File: src/rtl/perf_event_monitor.sv
// Performance monitor: counts cycles and per-channel events while the CPU runs,
// freezes on halt or watchdog expiry, then streams every counter over a valid/ready port.
module perf_event_monitor #(
  parameter int unsigned NUM_EVENTS  = 4,
  parameter int unsigned CNT_WIDTH   = 32,
  parameter bit          SATURATE    = 1'b1,
  parameter int unsigned CYCLE_LIMIT = 100000
) (
  input  logic                  clk,
  input  logic                  rst,
  input  logic                  start,
  input  logic [NUM_EVENTS-1:0] event_in,
  input  logic                  hlt,
  input  logic                  clear,
  output logic                  dump_valid,
  input  logic                  dump_ready,
  output logic [3:0]            dump_idx,
  output logic [CNT_WIDTH-1:0]  dump_data,
  output logic                  dump_done,
  output logic                  timeout,
  output logic                  running
);

  // state  | meaning
  // IDLE   | waiting for start, nothing counted
  // RUN    | cycle and event counters advancing
  // FROZEN | one-cycle pause after halt/timeout, counters held
  // DUMP   | presenting counter[dump_idx] on the dump port
  // DONE   | all words transferred, waiting for start
  typedef enum logic [2:0] {
    S_IDLE   = 3'd0,
    S_RUN    = 3'd1,
    S_FROZEN = 3'd2,
    S_DUMP   = 3'd3,
    S_DONE   = 3'd4
  } state_t;

  // A limit that does not fit in CNT_WIDTH bits can never be reached.
  localparam bit LIMIT_EN = (CYCLE_LIMIT != 0) &&
                            ((64'(CYCLE_LIMIT) >> CNT_WIDTH) == 64'd0);
  localparam logic [CNT_WIDTH-1:0] LIMIT_VAL = CNT_WIDTH'(CYCLE_LIMIT);
  localparam logic [3:0] LAST_IDX = 4'(NUM_EVENTS);

  state_t                 state_q, state_d;
  logic [3:0]             idx_q, idx_d;
  logic                   timeout_q, timeout_d;
  logic [CNT_WIDTH-1:0]   cnt_q [0:NUM_EVENTS];
  logic [CNT_WIDTH-1:0]   cnt_d [0:NUM_EVENTS];
  logic [CNT_WIDTH-1:0]   cyc_inc;

  function automatic logic [CNT_WIDTH-1:0] cnt_inc(input logic [CNT_WIDTH-1:0] v);
    if (&v) return SATURATE ? v : '0;
    return v + CNT_WIDTH'(1);
  endfunction

  always_comb begin
    state_d   = state_q;
    idx_d     = idx_q;
    timeout_d = timeout_q;
    cnt_d     = cnt_q;
    cyc_inc   = cnt_inc(cnt_q[0]);

    case (state_q)
      S_IDLE, S_DONE: begin
        if (start) begin
          state_d   = S_RUN;
          idx_d     = '0;
          timeout_d = 1'b0;
          cnt_d     = '{default: '0};
        end
      end
      S_RUN: begin
        cnt_d[0] = cyc_inc;
        for (int k = 0; k < NUM_EVENTS; k++) begin
          if (event_in[k]) cnt_d[k+1] = cnt_inc(cnt_q[k+1]);
        end
        // halt wins over a coincident watchdog hit
        if (hlt) begin
          state_d = S_FROZEN;
        end else if (LIMIT_EN && !clear && (cyc_inc == LIMIT_VAL)) begin
          state_d   = S_FROZEN;
          timeout_d = 1'b1;
        end
      end
      S_FROZEN: begin
        state_d = S_DUMP;
        idx_d   = '0;
      end
      S_DUMP: begin
        if (dump_ready) begin
          if (idx_q == LAST_IDX) state_d = S_DONE;
          else                   idx_d   = idx_q + 4'd1;
        end
      end
      default: state_d = S_IDLE;
    endcase

    // clear discards this cycle's increments and never touches state
    if (clear) cnt_d = '{default: '0};
  end

  always_ff @(posedge clk) begin
    if (rst) begin
      state_q   <= S_IDLE;
      idx_q     <= '0;
      timeout_q <= 1'b0;
      cnt_q     <= '{default: '0};
    end else begin
      state_q   <= state_d;
      idx_q     <= idx_d;
      timeout_q <= timeout_d;
      cnt_q     <= cnt_d;
    end
  end

  always_comb begin
    dump_data = '0;
    if (state_q == S_DUMP) begin
      for (int k = 0; k <= NUM_EVENTS; k++) begin
        if (idx_q == 4'(k)) dump_data = cnt_q[k];
      end
    end
  end

  assign dump_valid = (state_q == S_DUMP);
  assign dump_idx   = idx_q;
  assign dump_done  = (state_q == S_DONE);
  assign timeout    = timeout_q;
  assign running    = (state_q == S_RUN);

endmodule
File: config.mk
export PLATFORM = sky130hd
export DESIGN_NAME = perf_event_monitor
export DESIGN_NICKNAME = d
export VERILOG_FILES = /design/src/rtl/perf_event_monitor.sv
export SDC_FILE = /design/constraint.sdc
export NUM_CORES = 1
export LEC_CHECK = 0
export CAP_MARGIN = 20
export CORE_MARGIN = 2
export CORE_UTILIZATION = 55
export CTS_BUF_LIST = sky130_fd_sc_hd__clkbuf_2
export DETAILED_ROUTE_END_ITERATION = 8
export GPL_TIMING_DRIVEN = 0
export PLACE_DENSITY = 0.84
export RECOVER_POWER = 100
export REMOVE_ABC_BUFFERS = 1
export SYNTH_ARGS = -nofsm -noshare
export SYNTH_HDL_FRONTEND = slang
export SYNTH_SLANG_ARGS = --single-unit
File: constraint.sdc
create_clock -name clk -period 9.5 [get_ports clk]
set_clock_uncertainty 0.2 [all_clocks]
set_input_delay 2.375 -clock clk [delete_from_list [all_inputs] [get_ports clk]]
set_output_delay 2.375 -clock clk [all_outputs]
set_load 0.05 [all_outputs]
==> flow_summary.ini, run 1 <==
[route]
first_iter_violations = 1049
first_pass_iters = 6
final_antenna_net_count = 0
wl_met3_um = 2308
wl_met2_um = 12680
wl_met1_um = 11740
vias = 9983
remaining_drc_errors = 0
highest_layer = met4
vias_per_cell = 6.375
wire_per_inst_um = 17.60
drt_wl_total_um = 27560

[timing]
slew_headroom_pct = -151.8
worst_pin_slew_ns = 3.777
finalSetupViolCount = 0
finalHoldViolCount = 0
setup-tns-final_ns = 0
fmax_mhz = 133.6
fin_hold_ws_ns = 0.3252
drv_slew = 126
grt_setup_unrepaired = no
finalCriticalPeriod_ns = 7.484
fin_crit_sh_pct = 78.78

[flow_run]
drv_cap = 2

[setup_path]
crit_chain = dlygate4sd3_1 > inv_1 > or3_1 > nand2_1 > clkbuf_1 > nor2_1
crit_fanout = 85
critPathCaptureType = flop
path_class = in2reg
max_stage_delay_ns = 2.72
cp_slowest_cell = clkbuf_1
cp_top_family = buffers and inverters
arrival_ns = 7.79
critPathLaunchType = input port
worst-path-buf-inv = 3
crit_required_ns = 9.81

[global_routing]
track_usage_pct = 28.02
antenna_found_initial = 1
grt_overflow = 0
grt_pass1_wl_um = 44740
grt_max_degree = 86
first_global_vias = 9168

[finish]
area.sequential_um2 = 3363
fin_nets = 1342
mostFrequentLayoutCells = nor2_1, dfxtp_1, nand2_1
area_delta_synth_final_pct = 9.485
final_common_cell = nor2_1
drive_above_1_share_pct = 5.464
n_fill_cell = 1585
multi_input_area_um2 = 6126

[placed_design]
io_buffers = 49
finalWeightedCongestion = 0.9762
hpwl_um = 19110

[clock_network]
cts_max_level = 4
clk_latency_ns = 0.75
cts_root_buf = clkbuf_2
cts_max_path_buffers = 2
clkSlewWorstSetupHoldPaths_ns = 0.25
cts.sinks = 168
cts_setup_buffers = 0
cts-buffers-inserted = 17
hold_buffers = 0
cts_resized = 0
cts_tree = built

[yosys]
ys_ff_latch = 168
ys_seq_area_share_pct = 34.00
synthArstFlopShare_pct = 0
synthCells = 1324
synth-edff-count = 0
synth_top_area_share_pct = 34.00
yosys.area.top_type = dfxtp_1
synth_area_um2 = 9893
synth.avg_cell_area_um2 = 7.472
yosys_most_used_dff = dfxtp_1
yosys_warnings = 0
synthDistinctLibCells = 65
synth.area.top_cells = dfxtp_1, nor2_1, nand2_1, a21oi_1, xor2_1

[floorplan]
dieArea_um2 = 19080
die_y_um = 138.1
start_util_pct = 55.64
core_um2 = 17780
rows = 49
ios = 50
die_w_um = 138.1

[power_and_ir_drop]
max-vdd-ir-drop_mv = 0.1157
p_leak_nw = 3.150
cellPowerDensity_nw_per_um2 = 115.1

[run_status]
violations = max-capacitance violations, max-slew violations
run_status = finished with violations

[min_path]
hold_class = reg2reg
## state kept, by name, summed over array words and instances, names as in the netlist
register / flops
state_q: 3
dump_idx: 4
cnt_q: 160
timeout: 1
## final timing paths
path,from,endpoint,slack (ns),depth (start not counted)
worst max-delay path,start,cnt_q[81]$_SDFFE_PP0P_,2.02,6
worst min-delay path,cnt_q[115]$_SDFFE_PP0P_,cnt_q[115]$_SDFFE_PP0P_,0.33,2
worst max register to register,state_q[0]$_SDFFE_PP0P_,cnt_q[81]$_SDFFE_PP0P_,3.76,4
worst min register to register,cnt_q[115]$_SDFFE_PP0P_,cnt_q[115]$_SDFFE_PP0P_,0.33,2
## synth_stat cells, types with 5 or more instances
cell type  instances
a211oi_1           8
a21oi_1          100
a22oi_1           37
a311oi_1           5
a31oi_1            9
and2_1            11
and3_1            18
and4_1            16
buf_1              7
buf_2              8
clkbuf_1          67
dfxtp_1          168
ha_1               9
inv_1             26
nand2_1          155
nand3_1           62
nand4_1           42
nor2_1           175
nor3_1            31
nor3b_1            8
nor4_1            14
o211ai_1          34
o21ai_0           86
o31ai_1            6
or2_2              5
or3_1             38
or4_1              5
xnor2_1           54
xor2_1            55
## metal layers
| metal | up-vias | global-route usage, % |
|---|---|---|
| met3 | 75 | 5.681 |
| li1 | 4754 | - |
| met4 | 0 | 10.42 |
| met1 | 4664 | 37.43 |
| met5 | - | 0 |
| met2 | 490 | 45.05 |
## cell families (layout without fill, tap and decap cells)
| kind of cell | Yosys count | in the layout | synth area share, % |
|---|---|---|---|
| buffers and inverters | 108 | 120 | 4.199 |
| and+or+nand+nor | 608 | 608 | 30.37 |
| muxes | 7 | 7 | 0.7462 |
| other | 0 | 1 | 0 |
| DFF | 168 | 168 | 34.00 |
| xor gates and xnor gates | 109 | 109 | 9.650 |
| AOI/OAI and AO/OA | 315 | 315 | 19.91 |
| adders and majority gates | 9 | 9 | 1.138 |
## power breakdown
part	internal, W	switching [W]	total [W]	leakage (nW)
Combinational	0.0000226	0.0000703	0.0000929	1.64
Sequential	0.000709	0.00000257	0.000711	1.35
Clock	0.000174	0.000268	0.000442	0.162
## stage by stage
step / util (%) / cells / worst slack [ns] / power (W) / cell area (um^2)
finish: 60.92 / 1566 / 2.016 / 0.001247 / 10830
global route: 60.92 / 1566 / 1.681 / 0.001285 / 10830
CTS: 60.96 / 1562 / 2.701 / 0.001252 / 10840
detailed placement: 59.36 / 1530 / 3.580 / 0.0008164 / 10550
global placement: 58.23 / 1520 / 0.1297 / 0.0008078 / 10350
floorplan: - / 1242 / 2.028 / 0.0007773 / 9575
## worst min-delay path: stages (launching register included)
cell,delay (ns)
dfxtp_1,0.37
o21ai_0,0.08
a21oi_1,0.06
## cell type report
class	count	share of cell area [%]
timing repair buffer	62	6.192
sequential	168	31.05
antenna	1	0.02310
clock buffer	17	0.7855
clock inverter	15	1.848
tap	229	2.645
multi-input combinational	1048	56.56
inverter	26	0.9010
No activity file was read; power rests on OpenSTA's default activity.
==> run 2: changes to the inputs <==
Settings changed: PLACE_DENSITY 0.84 to 0.87.
Clock period 9.5 ns to 6.4 ns, I/O delays scaled along.
==> flow_summary.ini, run 2 (same netlist as run 1, synthesis figures left out) <==
[finish]
fin_nets = 1340
largest_reg_flops = 160
mostFrequentLayoutCells = nor2_1, dfxtp_1, nand2_1
area_delta_synth_final_pct = 8.005
max_flop_register = cnt_q
instances_no_fill = 1563
drive_above_1_share_pct = 4.876
final_common_cell = nor2_1

[global_routing]
grt_max_degree = 68
first_global_vias = 8631
grt_pass1_wl_um = 42580
grt_overflow = 0
grt_most_used_layer = met2
antenna_found_initial = 1
track_usage_pct = 26.71
global_route.usage.met2_pct = 41.79
use_met3_pct = 5.023
grtUsageMet1_pct = 37.41

[power_and_ir_drop]
p_leak_nw = 3.086
total_power_w = 0.001687
max-vdd-ir-drop_mv = 0.1794
p_int_w = 0.001188
switching_power_w = 0.0004991
p_seq_share_pct = 62.6
power_frac_clock_pct = 29.5
p_sw_share_pct = 29.59
cellPowerDensity_nw_per_um2 = 157.9
combPwrFrac_pct = 7.9

[timing]
worst_pin_slew_ns = 2.324
slew_headroom_pct = -54.97
fmax_mhz = 168.6
fin_ws_ns = 0.4671
drv_slew = 93
setup-tns-final_ns = 0
grt_setup_unrepaired = no
finalHoldViolCount = 0
fin_crit_sh_pct = 92.70
finalSetupViolCount = 0
finalCriticalPeriod_ns = 5.933

[floorplan]
core_um2 = 17780
ios = 50
dieArea_um2 = 19080
die_w_um = 138.1
rows = 49
die_y_um = 138.1
start_util_pct = 55.64

[run_status]
run_status = finished with violations
violations = max-capacitance violations, max-slew violations

[clock_network]
cts_tree = built
clkSlewWorstSetupHoldPaths_ns = 0.24
clk_latency_ns = 0.74
cts.sinks = 168
cts_root_buf = clkbuf_2
hold_buffers = 0
cts_max_level = 4
cts_setup_buffers = 0
cts_resized = 0
cts_max_path_buffers = 2
cts-buffers-inserted = 17

[flow_run]
drv_cap = 2

[setup_path]
r2r_slack_ns = 1.85
critPathLaunch = state_q[2]$_SDFFE_PP0P_
crit_required_ns = 4.60
arrival_ns = 4.13
r2r_cells = 9
crit_fanout = 37
timing.rr.start = cnt_q[128]$_SDFFE_PP0P_
critPathCaptureType = output port
critPathLaunchType = flop
r2r-end = timeout$_SDFFE_PP0P_
path_class = reg2out

[min_path]
holdPathStages = 2
hold_class = reg2reg
min_to = timeout$_SDFFE_PP0P_
holdCritStartpoint = timeout$_SDFFE_PP0P_

[route]
drt_wl_total_um = 26450
wire_per_inst_um = 16.92
final_antenna_net_count = 0
vias = 9843
first_iter_violations = 1140
remaining_drc_errors = 0
first_pass_iters = 7
vias_per_cell = 6.298

[placed_design]
hpwl_um = 18600
dp_cells = 1530
dp_slack_ns = 1.339
io_buffers = 49
finalWeightedCongestion = 0.9363
run 2: how the worst max path moves through the flow:
stage	end	cells past startpoint
2_1_floorplan	dump_data[0]	7
3_3_place_gp	dump_data[30]	8
3_5_place_dp	dump_data[30]	7
4_1_cts	dump_data[30]	7
5_1_grt	dump_data[30]	11
6_report	dump_valid	4
run 2: metrics by stage:
| step | hold slack [ns] | util (%) | area [um^2] |
|---|---|---|---|
| 2_1_floorplan | 0.2671 | - | 9575 |
| 3_3_place_gp | 0.2778 | 58.23 | 10350 |
| 3_5_place_dp | 0.2871 | 59.31 | 10550 |
| 4_1_cts | 0.3196 | 60.37 | 10730 |
| 5_1_grt | 0.3381 | 60.10 | 10690 |
| 6_report | 0.3149 | 60.10 | 10690 |
run 2: layer usage:
metal	part of all wire (%)	wire (um)
met1	44	11650
met2	45	11950
met3	8.2	2163
met4	2.6	687
met5	0	0
run 2: area by class of cell:
cell class                 instances  area [um^2]
fill                            1580         7094
multi-input combinational       1048         6103
sequential                       168         3363
timing repair buffer              60        643.1
tap                              229        286.5
clock inverter                    14        103.9
inverter                          26        97.59
clock buffer                      17        85.08
antenna                            1        2.502
run 2: power by group through the flow:
| stage | Combinational [W] | Sequential (W) | Clock (W) |
|---|---|---|---|
| floorplan | 0.0000795 | 0.00107 | 0 |
| CTS | 0.000136 | 0.00106 | 0.000503 |
| global route | 0.000144 | 0.00106 | 0.000554 |
| finish | 0.000134 | 0.00106 | 0.000497 |
| global placement | 0.000123 | 0.00107 | 0 |
| detailed placement | 0.000136 | 0.00108 | 0 |
run 2: critical path, cell delays in order (launching register included):
cell and delay (ns):
dfxtp_1 0.39, nand2b_1 0.14, or2_0 1.68, inv_1 0.30, dlygate4sd3_1 0.89
==> variant 1 (flow settings as in run 2) <==
Register the output `timeout` once more, with the module's reset; this adds one clock of latency there. The other outputs are not delayed to match. Comments in the files are not updated.
--- a/src/rtl/perf_event_monitor.sv
+++ b/src/rtl/perf_event_monitor.sv
@@ -127,3 +127,9 @@
   assign dump_done  = (state_q == S_DONE);
-  assign timeout    = timeout_q;
+  always_ff @(posedge clk) begin
+    if (rst) begin
+      timeout <= '0;
+    end else begin
+      timeout <= timeout_q;
+    end
+  end
   assign running    = (state_q == S_RUN);
Check against the original RTL: same outputs for any inputs over 4 cycles, from zero or initial values and one cycle with rst high; that may be too few to reach the edited logic, so the function may still have changed.
==> variant 1 against run 2 <==
Routed wire length is 0.91% lower; sequential cell count is 1 higher; register-to-register slack worse by 0.02 ns; die area is 1.7% lower; fmax is 0.40% higher; critical endpoint is now dump_data[22]; cell area is 0.69% lower; setup slack better by 0.024 ns; total power is 4.8% higher; area after synthesis is 1.8% lower.
==> variant 1: results (changes against run 2) <==
----------------------------------------------------
[Status]
  Result of the run ... complete, no violations (was finished with violations)

[Synth]
  Post-synthesis compound-gate area fraction ... 0.178 (was 0.199)
  Post-Synth Adder-Cell Area ... 0.0116 (was 0.0114)
  Top post-synthesis cells by area ... dfxtp_1 35%, nor2_1 7.2%, xor2_1 6.4% (was dfxtp_1 34%, nor2_1 6.6%, nand2_1 5.9%)
  Post-Synthesis Mean Instance Area ... 7.50 um^2 (was 7.47 um^2)
  Most common library cells after synthesis ... 187 x nor2_1, 169 x dfxtp_1, 154 x nand2_1 (was 175 x nor2_1, 168 x dfxtp_1, 155 x nand2_1)
  Fraction of the yosys area taken by sequential cells ... 0.348 (was 0.340)
  Post-synthesis xor/xnor area fraction ... 0.108 (was 0.0965)

[Power]
  IR Drop Worst-Case VDD ... 126 uV (was 179 uV)

[Detailed routing]
  Met1 layer wirelength in the final routing ... 11.3 mm (was 11.6 mm)
  Detail-routed via count per cell ... 6.28 (was 6.30)
  Met3 wire length ... 1.94 mm (was 2.16 mm)
  DR vias ... 9639 (was 9843)
  1st-iter DRT viols ... 1198 (was 1140)

[Finish]
  Nonclk inv count ... 23 (was 26)
  Number of multi-input logic gates ... 1023 (was 1048)
  Number of filler cells placed in the layout ... 1517 (was 1580)
  Seq cells ... 169 (was 168)
  Register share of the cell area ... 0.319 (was 0.315)
  Count of nets after finishing ... 1316 (was 1340)
  Clock buffers ... 20 (was 17)

[Placed design]
  Half-perimeter wire length after detailed placement ... 18.5 mm (was 18.6 mm)
  Cell area reported after detailed placement ... 0.0104 mm^2 (was 0.0105 mm^2)
  Global placer's final weighted congestion ... 0.903 (was 0.936)

[Global route]
  Total global-route track usage ... 0.280 (was 0.267)
  Global routing met1 resource utilization ... 0.377 (was 0.374)
  Maximum number of pins on one net before global-route repair ... 76 (was 68)
  Number of global-route vias before repair ... 8527 (was 8631)
  Met3 layer usage reported by global route ... 0.0404 (was 0.0502)

[Clocking]
  Clock slew seen by the registers of the worst setup and hold paths ... 0.21 ns (was 0.24 ns)

[Worst setup path]
  Maximum net fanout on the critical path ... 11 (was 37)
  Reg2reg end ... state_q[1] (was timeout)
  Slowest cell delay on critical path ... 0.89 ns (was 1.68 ns)
  Critical path origin ... dump_idx[1] (was state_q[2])
  Setup crit end ... dump_data[22] (was dump_valid)
  Crit path max-delay family ... buffers and inverters (was simple AND/OR/NAND/NOR gates)

[Timing]
  Slew of the pin with the lowest slew margin ... 1.45 ns (was 2.32 ns)

[Worst hold path]
  Worst min-delay path startpoint ... timeout_q (was timeout)

----------------------------------------------------
[variant 1: changes by cell type after synthesis, moves of 7 or more]
cell and change:
o21ai_0 -11, nand4_1 +14, xor2_1 +16, a31oi_1 +12, buf_1 -7, a21oi_1 -18, nor2_1 +12, or3_1 -20
[variant 1: power breakdown]
group	switching, mW	leakage (nW)	total, mW	internal [mW]
combinational	0.104	1.79	0.139	0.0350
sequential	0.00406	1.36	1.06	1.06
clock	0.383	0.142	0.566	0.183
[variant 1: through the flow]
| stage | setup TNS (ns) | hold WS [ns] | utilization | setup WS (ns) |
|---|---|---|---|---|
| 2_1_floorplan | -9.49 | 0.245 | - | -0.296 |
| 5_1_grt | 0 | 0.305 | 0.613 | 0.227 |
| 3_3_place_gp | -59.52 | 0.262 | 0.588 | -2.02 |
| 6_report | 0 | 0.287 | 0.613 | 0.491 |
| 3_5_place_dp | 0 | 0.261 | 0.599 | 1.30 |
| 4_1_cts | 0 | 0.290 | 0.612 | 0.422 |
==> variant 2 (config.mk and constraints of run 2) <==
Made on the original files. The parameter `SATURATE` goes from 1'b1 to 1'b0.
--- a/src/rtl/perf_event_monitor.sv
+++ b/src/rtl/perf_event_monitor.sv
@@ -5,3 +5,3 @@
   parameter int unsigned CNT_WIDTH   = 32,
-  parameter bit          SATURATE    = 1'b1,
+  parameter bit          SATURATE    = 1'b0,
   parameter int unsigned CYCLE_LIMIT = 100000
Check against the original RTL: same outputs for any inputs over 4 cycles, from zero or initial values and one cycle with rst high; that may be too few to reach the edited logic, so the function may still have changed.
==> variant 2 against run 2 <==
The flow still finishes with violations (max-capacitance violations, max-slew violations); largest cell class unchanged; largest power group unchanged; cell count shrank 1.5%; sequential cell count unchanged; total power up 8.6%; cell area fell by 0.43%; setup slack lost 0.14 ns; sequential share of layout area rose by 0.14 points; routed wire length down 4.8%; area after synthesis down 1.2%; count of clock-buffer cells in the layout did not move.
==> variant 2: results (changes against run 2) <==
----------------------------------------------------
[Finish]
  Number of filler cells placed in the layout ... 1489 (was 1580)
  Area taken by multi-input logic gates ... 0.00599 mm^2 (was 0.00610 mm^2)
  Number of standard cells in the final layout excluding fillers ... 1539 (was 1563)
  Number of multi-input logic gates ... 1027 (was 1048)
  Clock-cell share of area ... 0.0238 (was 0.0177)
  Count of nets after finishing ... 1319 (was 1340)
  Non-clock buffer area fraction after layout ... 0.0612 (was 0.0602)
  Share of cells above drive strength 1 ... 0.0518 (was 0.0488)

[Worst setup path]
  Endpoint arrival time on the critical path ... 4.27 ns (was 4.13 ns)
  Worst r2r src ... state_q[1] (was cnt_q[128])
  Slowest cell delay on critical path ... 0.88 ns (was 1.68 ns)
  Register-to-register path setup slack ... 1.78 ns (was 1.85 ns)
  Setup crit end ... dump_data[12] (was dump_valid)
  Master of the slowest instance on the critical path ... dlygate4sd3_1 (was or2_0)
  Reg2reg end ... cnt_q[117] (was timeout)

[Global route]
  Total global-route track usage ... 0.271 (was 0.267)
  Number of global-route vias before repair ... 8419 (was 8631)
  Global routing met1 resource utilization ... 0.359 (was 0.374)
  Global-route wire length before repair ... 40.7 mm (was 42.6 mm)

[Flow run]
  Max-cap violations ... 2 (unchanged)

[Synth]
  Fraction of the yosys area taken by sequential cells ... 0.344 (was 0.340)

[Placed design]
  Global placer's final weighted congestion ... 0.940 (was 0.936)
  Cell area reported after detailed placement ... 0.0105 mm^2 (about the same)

[Detailed routing]
  Met1 layer wirelength in the final routing ... 10.9 mm (was 11.6 mm)
  1st-iter DRT viols ... 1089 (was 1140)
  Iteration count of the initial detailed-routing pass ... 8 (was 7)

[Status]
  Violations in the final reports ... max-capacitance violations, max-slew violations (unchanged)
  Result of the run ... finished with violations (unchanged)

[Clocking]
  Insertion delay to the later sink of the worst-skew pair ... 0.77 ns (was 0.74 ns)

[Timing]
  Count of pins over their slew limit ... 38 (was 93)

----------------------------------------------------
## variant 2: changes by cell type in the layout (fill, tap and decap cells not counted), moves of 8 or more
cell / before / now
a211oi_1: 8 / 0
a21oi_1: 100 / 80
nand2_1: 154 / 165
nand3_1: 62 / 53
nor2_1: 174 / 197
o21ai_0: 87 / 67
or3_1: 38 / 11
xnor2_1: 54 / 65
xor2_1: 55 / 67
## variant 2: power breakdown
group	switching (mW)	internal [mW]	leakage, nW
sequential	0.0112	1.05	1.35
clock	0.413	0.191	0.151
combinational	0.120	0.0429	1.72
total	0.545	1.29	3.23
## variant 2: cell families after synthesis
| family | Yosys count | share of synthesized area |
|---|---|---|
| simple gates | 626 | 0.313 |
| compound gates | 258 | 0.167 |
| flops | 168 | 0.344 |
| xor+xnor | 132 | 0.118 |
| buf+inv | 107 | 0.0444 |
| fa+ha+maj | 9 | 0.0115 |
| mux | 2 | 0.00205 |
